[config.mk]
export PLATFORM = sky130hd
export DESIGN_NAME = pipeline_control_unit
export DESIGN_NICKNAME = d
export VERILOG_FILES = /design/src/rtl/cpu_types_pkg.sv /design/src/rtl/pipeline_ctrl_pkg.sv /design/src/rtl/pipeline_control_unit_load_use_detect.sv /design/src/rtl/pipeline_control_unit.sv
export SDC_FILE = /design/constraint.sdc
export NUM_CORES = 1
export LEC_CHECK = 0
export ABC_AREA = 1
export BUFFER_PORTS_ARGS = -buffer_cell sky130_fd_sc_hd__buf_2
export CORE_AREA = 2 2 39 41
export CTS_CLUSTER_DIAMETER = 120
export DETAILED_ROUTE_END_ITERATION = 7
export DIE_AREA = 0 0 41 43
export HOLD_SLACK_MARGIN = 0.12
export PLACE_DENSITY = 0.76
export SLEW_MARGIN = 15
export SYNTH_ARGS = -nofsm -noshare
export SYNTH_HDL_FRONTEND = slang
export SYNTH_SLANG_ARGS = --single-unit
[constraint.sdc]
create_clock -name CLK -period 1.3 [get_ports CLK]
set_input_delay 0.065 -clock CLK [delete_from_list [all_inputs] [get_ports CLK]]
set_output_delay 0.065 -clock CLK [all_outputs]
set_load 0.02 [all_outputs]
[src/rtl/cpu_types_pkg.sv]
// Shared CPU-wide scalar types used across the datapath and its control blocks.
package cpu_types_pkg;

  localparam int unsigned REG_W = 5;

  typedef logic [REG_W-1:0] regbits_t;

endpackage

[src/rtl/pipeline_ctrl_pkg.sv]
// Pipeline control types shared between the control unit and the datapath registers.
package pipeline_ctrl_pkg;

  typedef enum logic [1:0] {
    RUN   = 2'd0,
    DWAIT = 2'd1,
    HALT  = 2'd2
  } pctrl_state_t;

  typedef struct packed {
    logic pcEn;
    logic enIfId;
    logic enIdEx;
    logic enExMem;
    logic enMemWb;
    logic flushIfId;
    logic flushIdEx;
    logic flushExMem;
  } pctrl_t;

  localparam pctrl_t CTRL_FREEZE = '0;

  localparam pctrl_t CTRL_RESET = '{
    pcEn: 1'b0, enIfId: 1'b0, enIdEx: 1'b0, enExMem: 1'b0, enMemWb: 1'b0,
    flushIfId: 1'b1, flushIdEx: 1'b1, flushExMem: 1'b1
  };

  localparam pctrl_t CTRL_ADVANCE = '{
    pcEn: 1'b1, enIfId: 1'b1, enIdEx: 1'b1, enExMem: 1'b1, enMemWb: 1'b1,
    flushIfId: 1'b0, flushIdEx: 1'b0, flushExMem: 1'b0
  };

endpackage

[src/rtl/pipeline_control_unit_load_use_detect.sv]
// Flags an ID-stage instruction that reads the destination of a load still in EX.
module load_use_detect
  import cpu_types_pkg::*;
(
  input  logic     dRenIdEx,
  input  regbits_t rtIdEx,
  input  regbits_t rsIfId,
  input  regbits_t rtIfId,
  output logic     ldu
);

  // Register zero never carries a real dependency.
  assign ldu = dRenIdEx && (rtIdEx != '0) && ((rtIdEx == rsIfId) || (rtIdEx == rtIfId));

endmodule

[src/rtl/pipeline_control_unit.sv]
// Stall/flush sequencer for the 5-stage pipeline (RUN/DWAIT/HALT).
// Optional performance counters are built when PIPE_PERF_CNT_EN is defined.
module pipeline_control_unit
  import cpu_types_pkg::*;
  import pipeline_ctrl_pkg::*;
#(
  parameter int unsigned DWAIT_TIMEOUT = 0
`ifdef PIPE_PERF_CNT_EN
  , parameter int unsigned CNT_W = 32
`endif
) (
  input  logic       CLK,
  input  logic       nRST,
  input  logic       ihit,
  input  logic       dhit,
  input  logic       dREN_EX_MEM,
  input  logic       dWEN_EX_MEM,
  input  logic       dREN_ID_EX,
  input  logic [4:0] Rt_ID_EX,
  input  logic [4:0] Rs_IF_ID,
  input  logic [4:0] Rt_IF_ID,
  input  logic       redirect_EX_MEM,
  input  logic       halt_MEM_WB,
  output logic       pc_en,
  output logic       enable_IF_ID,
  output logic       enable_ID_EX,
  output logic       enable_EX_MEM,
  output logic       enable_MEM_WB,
  output logic       flush_IF_ID,
  output logic       flush_ID_EX,
  output logic       flush_EX_MEM,
  output logic       halt,
  output logic       dwait_err
`ifdef PIPE_PERF_CNT_EN
  ,
  output logic [CNT_W-1:0] ldu_stall_cnt,
  output logic [CNT_W-1:0] dwait_cnt,
  output logic [CNT_W-1:0] flush_cnt
`endif
);

  localparam int unsigned WD_W = 32;

  pctrl_state_t    state;
  pctrl_state_t    nextState;
  pctrl_t          flowCtrl;
  pctrl_t          ctrl;
  logic            ldu;
  logic            dmemReq;
  logic            flowApply;
  logic            wdExpire;
  logic            dwaitErr;
  logic [WD_W-1:0] wdCnt;

  load_use_detect uLoadUse (
    .dRenIdEx (dREN_ID_EX),
    .rtIdEx   (regbits_t'(Rt_ID_EX)),
    .rsIfId   (regbits_t'(Rs_IF_ID)),
    .rtIfId   (regbits_t'(Rt_IF_ID)),
    .ldu      (ldu)
  );

  assign dmemReq = dREN_EX_MEM | dWEN_EX_MEM;

  // Normal-flow priorities once memory is not blocking: redirect, load-use, imem miss.
  always_comb begin
    flowCtrl = CTRL_ADVANCE;
    if (redirect_EX_MEM) begin
      flowCtrl.flushIfId  = 1'b1;
      flowCtrl.flushIdEx  = 1'b1;
      flowCtrl.flushExMem = 1'b1;
    end else if (ldu) begin
      flowCtrl.pcEn      = 1'b0;
      flowCtrl.enIfId    = 1'b0;
      flowCtrl.flushIdEx = 1'b1;
    end else if (!ihit) begin
      flowCtrl.pcEn      = 1'b0;
      flowCtrl.flushIfId = 1'b1;
    end
  end

  // Next state and per-cycle control; halt and dmem stalls freeze everything.
  always_comb begin
    nextState = state;
    ctrl      = CTRL_FREEZE;
    flowApply = 1'b0;
    unique case (state)
      RUN: begin
        if (halt_MEM_WB) begin
          nextState = HALT;
        end else if (dmemReq && !dhit) begin
          nextState = DWAIT;
        end else begin
          flowApply = 1'b1;
        end
      end
      DWAIT: begin
        if (dhit) begin
          nextState = RUN;
          flowApply = 1'b1;
        end
      end
      HALT: begin
        nextState = HALT;
      end
      default: begin
        nextState = RUN;
      end
    endcase
    if (flowApply) begin
      ctrl = flowCtrl;
    end
    if (!nRST) begin
      ctrl = CTRL_RESET;
    end
  end

  assign wdExpire = (DWAIT_TIMEOUT != 0) && (state == DWAIT) &&
                    ((wdCnt + WD_W'(1)) == WD_W'(DWAIT_TIMEOUT));

  always_ff @(posedge CLK or negedge nRST) begin
    if (!nRST) begin
      state    <= RUN;
      wdCnt    <= '0;
      dwaitErr <= 1'b0;
    end else begin
      state <= nextState;
      if (state == RUN && nextState == DWAIT) begin
        wdCnt <= '0;
      end else if (state == DWAIT && wdCnt != '1) begin
        wdCnt <= wdCnt + WD_W'(1);
      end
      if (wdExpire) begin
        dwaitErr <= 1'b1;
      end
    end
  end

  assign pc_en         = ctrl.pcEn;
  assign enable_IF_ID  = ctrl.enIfId;
  assign enable_ID_EX  = ctrl.enIdEx;
  assign enable_EX_MEM = ctrl.enExMem;
  assign enable_MEM_WB = ctrl.enMemWb;
  assign flush_IF_ID   = ctrl.flushIfId;
  assign flush_ID_EX   = ctrl.flushIdEx;
  assign flush_EX_MEM  = ctrl.flushExMem;
  assign halt          = (state == HALT);
  assign dwait_err     = dwaitErr;

`ifdef PIPE_PERF_CNT_EN
  logic lduEvt;
  logic flushEvt;

  assign lduEvt   = flowApply && !redirect_EX_MEM && ldu;
  assign flushEvt = flowApply && redirect_EX_MEM;

  // Saturating event counters, frozen once halted.
  always_ff @(posedge CLK or negedge nRST) begin
    if (!nRST) begin
      ldu_stall_cnt <= '0;
      dwait_cnt     <= '0;
      flush_cnt     <= '0;
    end else if (state != HALT) begin
      if (lduEvt && ldu_stall_cnt != '1) begin
        ldu_stall_cnt <= ldu_stall_cnt + CNT_W'(1);
      end
      if (state == DWAIT && dwait_cnt != '1) begin
        dwait_cnt <= dwait_cnt + CNT_W'(1);
      end
      if (flushEvt && flush_cnt != '1) begin
        flush_cnt <= flush_cnt + CNT_W'(1);
      end
    end
  end
`endif

endmodule
==> flow_metrics.env <==
export IMPL_synthFlopType="dfrtp_1"
export IMPL_holdPathStages=3
export IMPL_vias=583
export IMPL_netlist_area_um2=449.2
export IMPL_leakage_nw=0.4791
export IMPL_syn_nets=109
export IMPL_fin_nets=150
export IMPL_drive_gt1_share_pct=47.58
export IMPL_fin_crit_ns=1.482
export IMPL_dp_slack_ns=-0.03113
export IMPL_cts_buffers=3
export IMPL_syn2layout_area_growth_pct=68.52
export IMPL_syn_inst=85
export IMPL_grt_pass1_wl_um=1994
export IMPL_die_x_um=41
export IMPL_failed_checks="negative setup slack"
export IMPL_synth_edf_count=0
export IMPL_grt_pass1_vias=527
export IMPL_hp_class="input port to register"
export IMPL_max_vdd_ir_drop_mv=0.5201
export IMPL_io_pins=34
export IMPL_dieArea_um2=1763
export IMPL_antenna_cells=0
export IMPL_status="finished, violations left"
export IMPL_fin_ws_ns=-0.1823
export IMPL_cp_arrival_ns=1.42
export IMPL_whs_endpoint="state[0]$_DFFE_PN0P_"
export IMPL_largest_reg_flops=2
export IMPL_required_ns=1.24
export IMPL_top_register="state"
export IMPL_reg2reg_depth=6
export IMPL_grt_max_degree=5
export IMPL_wl_um=1132
export IMPL_antenna_found_initial=0
export IMPL_crit_fanout=4
export IMPL_hold_viol=0
export IMPL_regToRegStartpoint="state[1]$_DFFE_PN0P_"
export IMPL_rr_endpoint="state[0]$_DFFE_PN0P_"
export IMPL_finClkSkew_ns=0.002034
export IMPL_postPlaceCellArea_um2=619.3
export IMPL_top_regs="state: 2 flops"
export IMPL_nFillCells=141
export IMPL_clk_latency_ns=0.22
export IMPL_clock_path_buffers=2
export IMPL_ys_ff_latch=2
export IMPL_final_area_um2=757.0
export IMPL_min_delay_start="dhit"
export IMPL_port_buffers=32
export IMPL_avgSynthCellArea_um2=5.284
export IMPL_die_h_um=43
export IMPL_cts_sinks=2
export IMPL_worst_setup_path_end_kind="output port"
export IMPL_grt_overflow_total=0
export IMPL_clk_pin_slew_ns=0.03
export IMPL_synth_cell_types=20
export IMPL_setup_viol=8
export IMPL_critPathKind="register to output port"
export IMPL_start_kind="register"
export IMPL_post_drt_wl_per_cell_um=8.086
export IMPL_whs_ns=0.1727
export IMPL_drv_cap=0
export IMPL_ant_nets=0
export IMPL_initial_core_util_pct=32.46
export IMPL_num_rows=14
export IMPL_power_density_nw_per_um2=440.6
export IMPL_yosysWarnings=0
export IMPL_ys_seq_area_share_pct=11.14
export IMPL_period_share_pct=114.0
export IMPL_fp_coreArea_um2=1384
export IMPL_r2r_setup_slack_ns=0.27
export IMPL_avgViaCountPerCell=4.164
export IMPL_fmax_mhz=674.6
export IMPL_drt_iter0_drc=4
export IMPL_track_usage_pct=15.86
export IMPL_firstDrtPassIters=2
export IMPL_htree_levels=1
export IMPL_dp_hpwl_um=906.9
export IMPL_drc_errors=0
export IMPL_cts_tree="yes"
export IMPL_slew_violations=0
export IMPL_place_gp_congestion=0.6493
export IMPL_cts_root_buf="clkbuf_4"
export IMPL_ys_async_sr_fraction_pct=100.0
export IMPL_rsz0062_at_grt="yes"
export IMPL_total_power_mw=0.3336
export IMPL_regArea_um2=50.05
export IMPL_multi_input_area_um2=325.3
==> worst max path at each step <==
stage	to	slack, ns	cells after the start	from
4_1_cts	pc_en	-0.18	10	state[0]$_DFFE_PN0P_
2_1_floorplan	enable_IF_ID	0.03	9	state[0]$_DFFE_PN0P_
6_report	pc_en	-0.18	10	state[1]$_DFFE_PN0P_
5_1_grt	pc_en	-0.27	10	state[1]$_DFFE_PN0P_
3_3_place_gp	pc_en	0.03	10	state[1]$_DFFE_PN0P_
3_5_place_dp	pc_en	-0.03	10	state[1]$_DFFE_PN0P_
==> critical path, cell delays in order (launching register included) <==
cell and delay, ns:
dfrtp_1 0.37, nor2_2 0.12, nand2_2 0.08, nor2_4 0.10
inv_2 0.05, nand2_4 0.06, inv_4 0.05, nor2_8 0.10
nand2_4 0.07, nor2_4 0.08, buf_6 0.12
==> layer usage <==
layer,vias up,wire (µm),global-route usage (%)
li1,322,-,-
met1,249,427,17.68
met2,12,657,28.44
met3,0,47,3.141
met4,0,0,4.000
met5,-,0,0
==> synth_stat cells, types with 2 or more instances <==
master   count  area, µm²
nor2_2       3      18.77
nand3_1      4      20.02
buf_4        3      22.52
nand2_2      2      12.51
inv_1       17      63.81
xnor2_1      2      17.52
dfrtp_1      2      50.05
nor2_1      10      37.54
a21oi_1      3      15.01
nand2_1     26      97.59
inv_2        4      15.01
==> cells by family after synthesis <==
| logic type | after synthesis | share of synthesized area [%] |
|---|---|---|
| other | 1 | 0.8349 |
| DFF | 2 | 11.14 |
| xor gates and xnor gates | 2 | 3.900 |
| and+or+nand+nor | 50 | 53.76 |
| AOI/OAI and AO/OA | 5 | 6.405 |
| buffers and inverters | 25 | 23.95 |
==> cells in the final DEF, fill, tap and decap left out, types with 3 or more instances in the layout <==
cell type	synthesis	layout
buf_2	0	25
inv_2	4	6
clkbuf_4	0	3
nand2_1	26	25
nor2_1	10	10
nand3_1	4	3
inv_1	17	15
buf_6	0	5
buf_4	3	7
==> what timing repair did <==
| action | CTS | global route |
|---|---|---|
| endpoints found under the setup margin | 8 | 8 |
| setup buffers | 3 | 1 |
| gates resized for setup | 13 | 7 |
| pin swaps | 4 | 4 |
| hold buffers | 2 | 0 |
| cloned | 0 | 0 |
| hold endpoints to repair | 3 | 0 |
==> area by class of cell <==
type | instances | share of cell area (%)
well taps | 16 | 2.645
multi-input cells | 58 | 42.98
flip-flops and latches | 2 | 6.612
repair buffers | 39 | 33.55
inverters | 22 | 11.24
clock buffers | 3 | 2.975
==> power by group <==
part           internal [mW]  total (mW)  switching [mW]  leakage (nW)
registers             0.0628      0.0628               0        0.0227
logic                 0.0636       0.137          0.0732         0.443
clock network          0.102       0.134          0.0324        0.0138
total                  0.228       0.334           0.106         0.479
==> through the flow <==
step	setup TNS [ns]	utilization, %	instances
floorplan	0	-	85
global placement	0	44.76	131
detailed placement	-0.03323	44.76	131
CTS	-1.130	52.80	139
global route	-1.649	54.70	140
finish	-1.003	54.70	140
(Power assumes the default switching activity.)
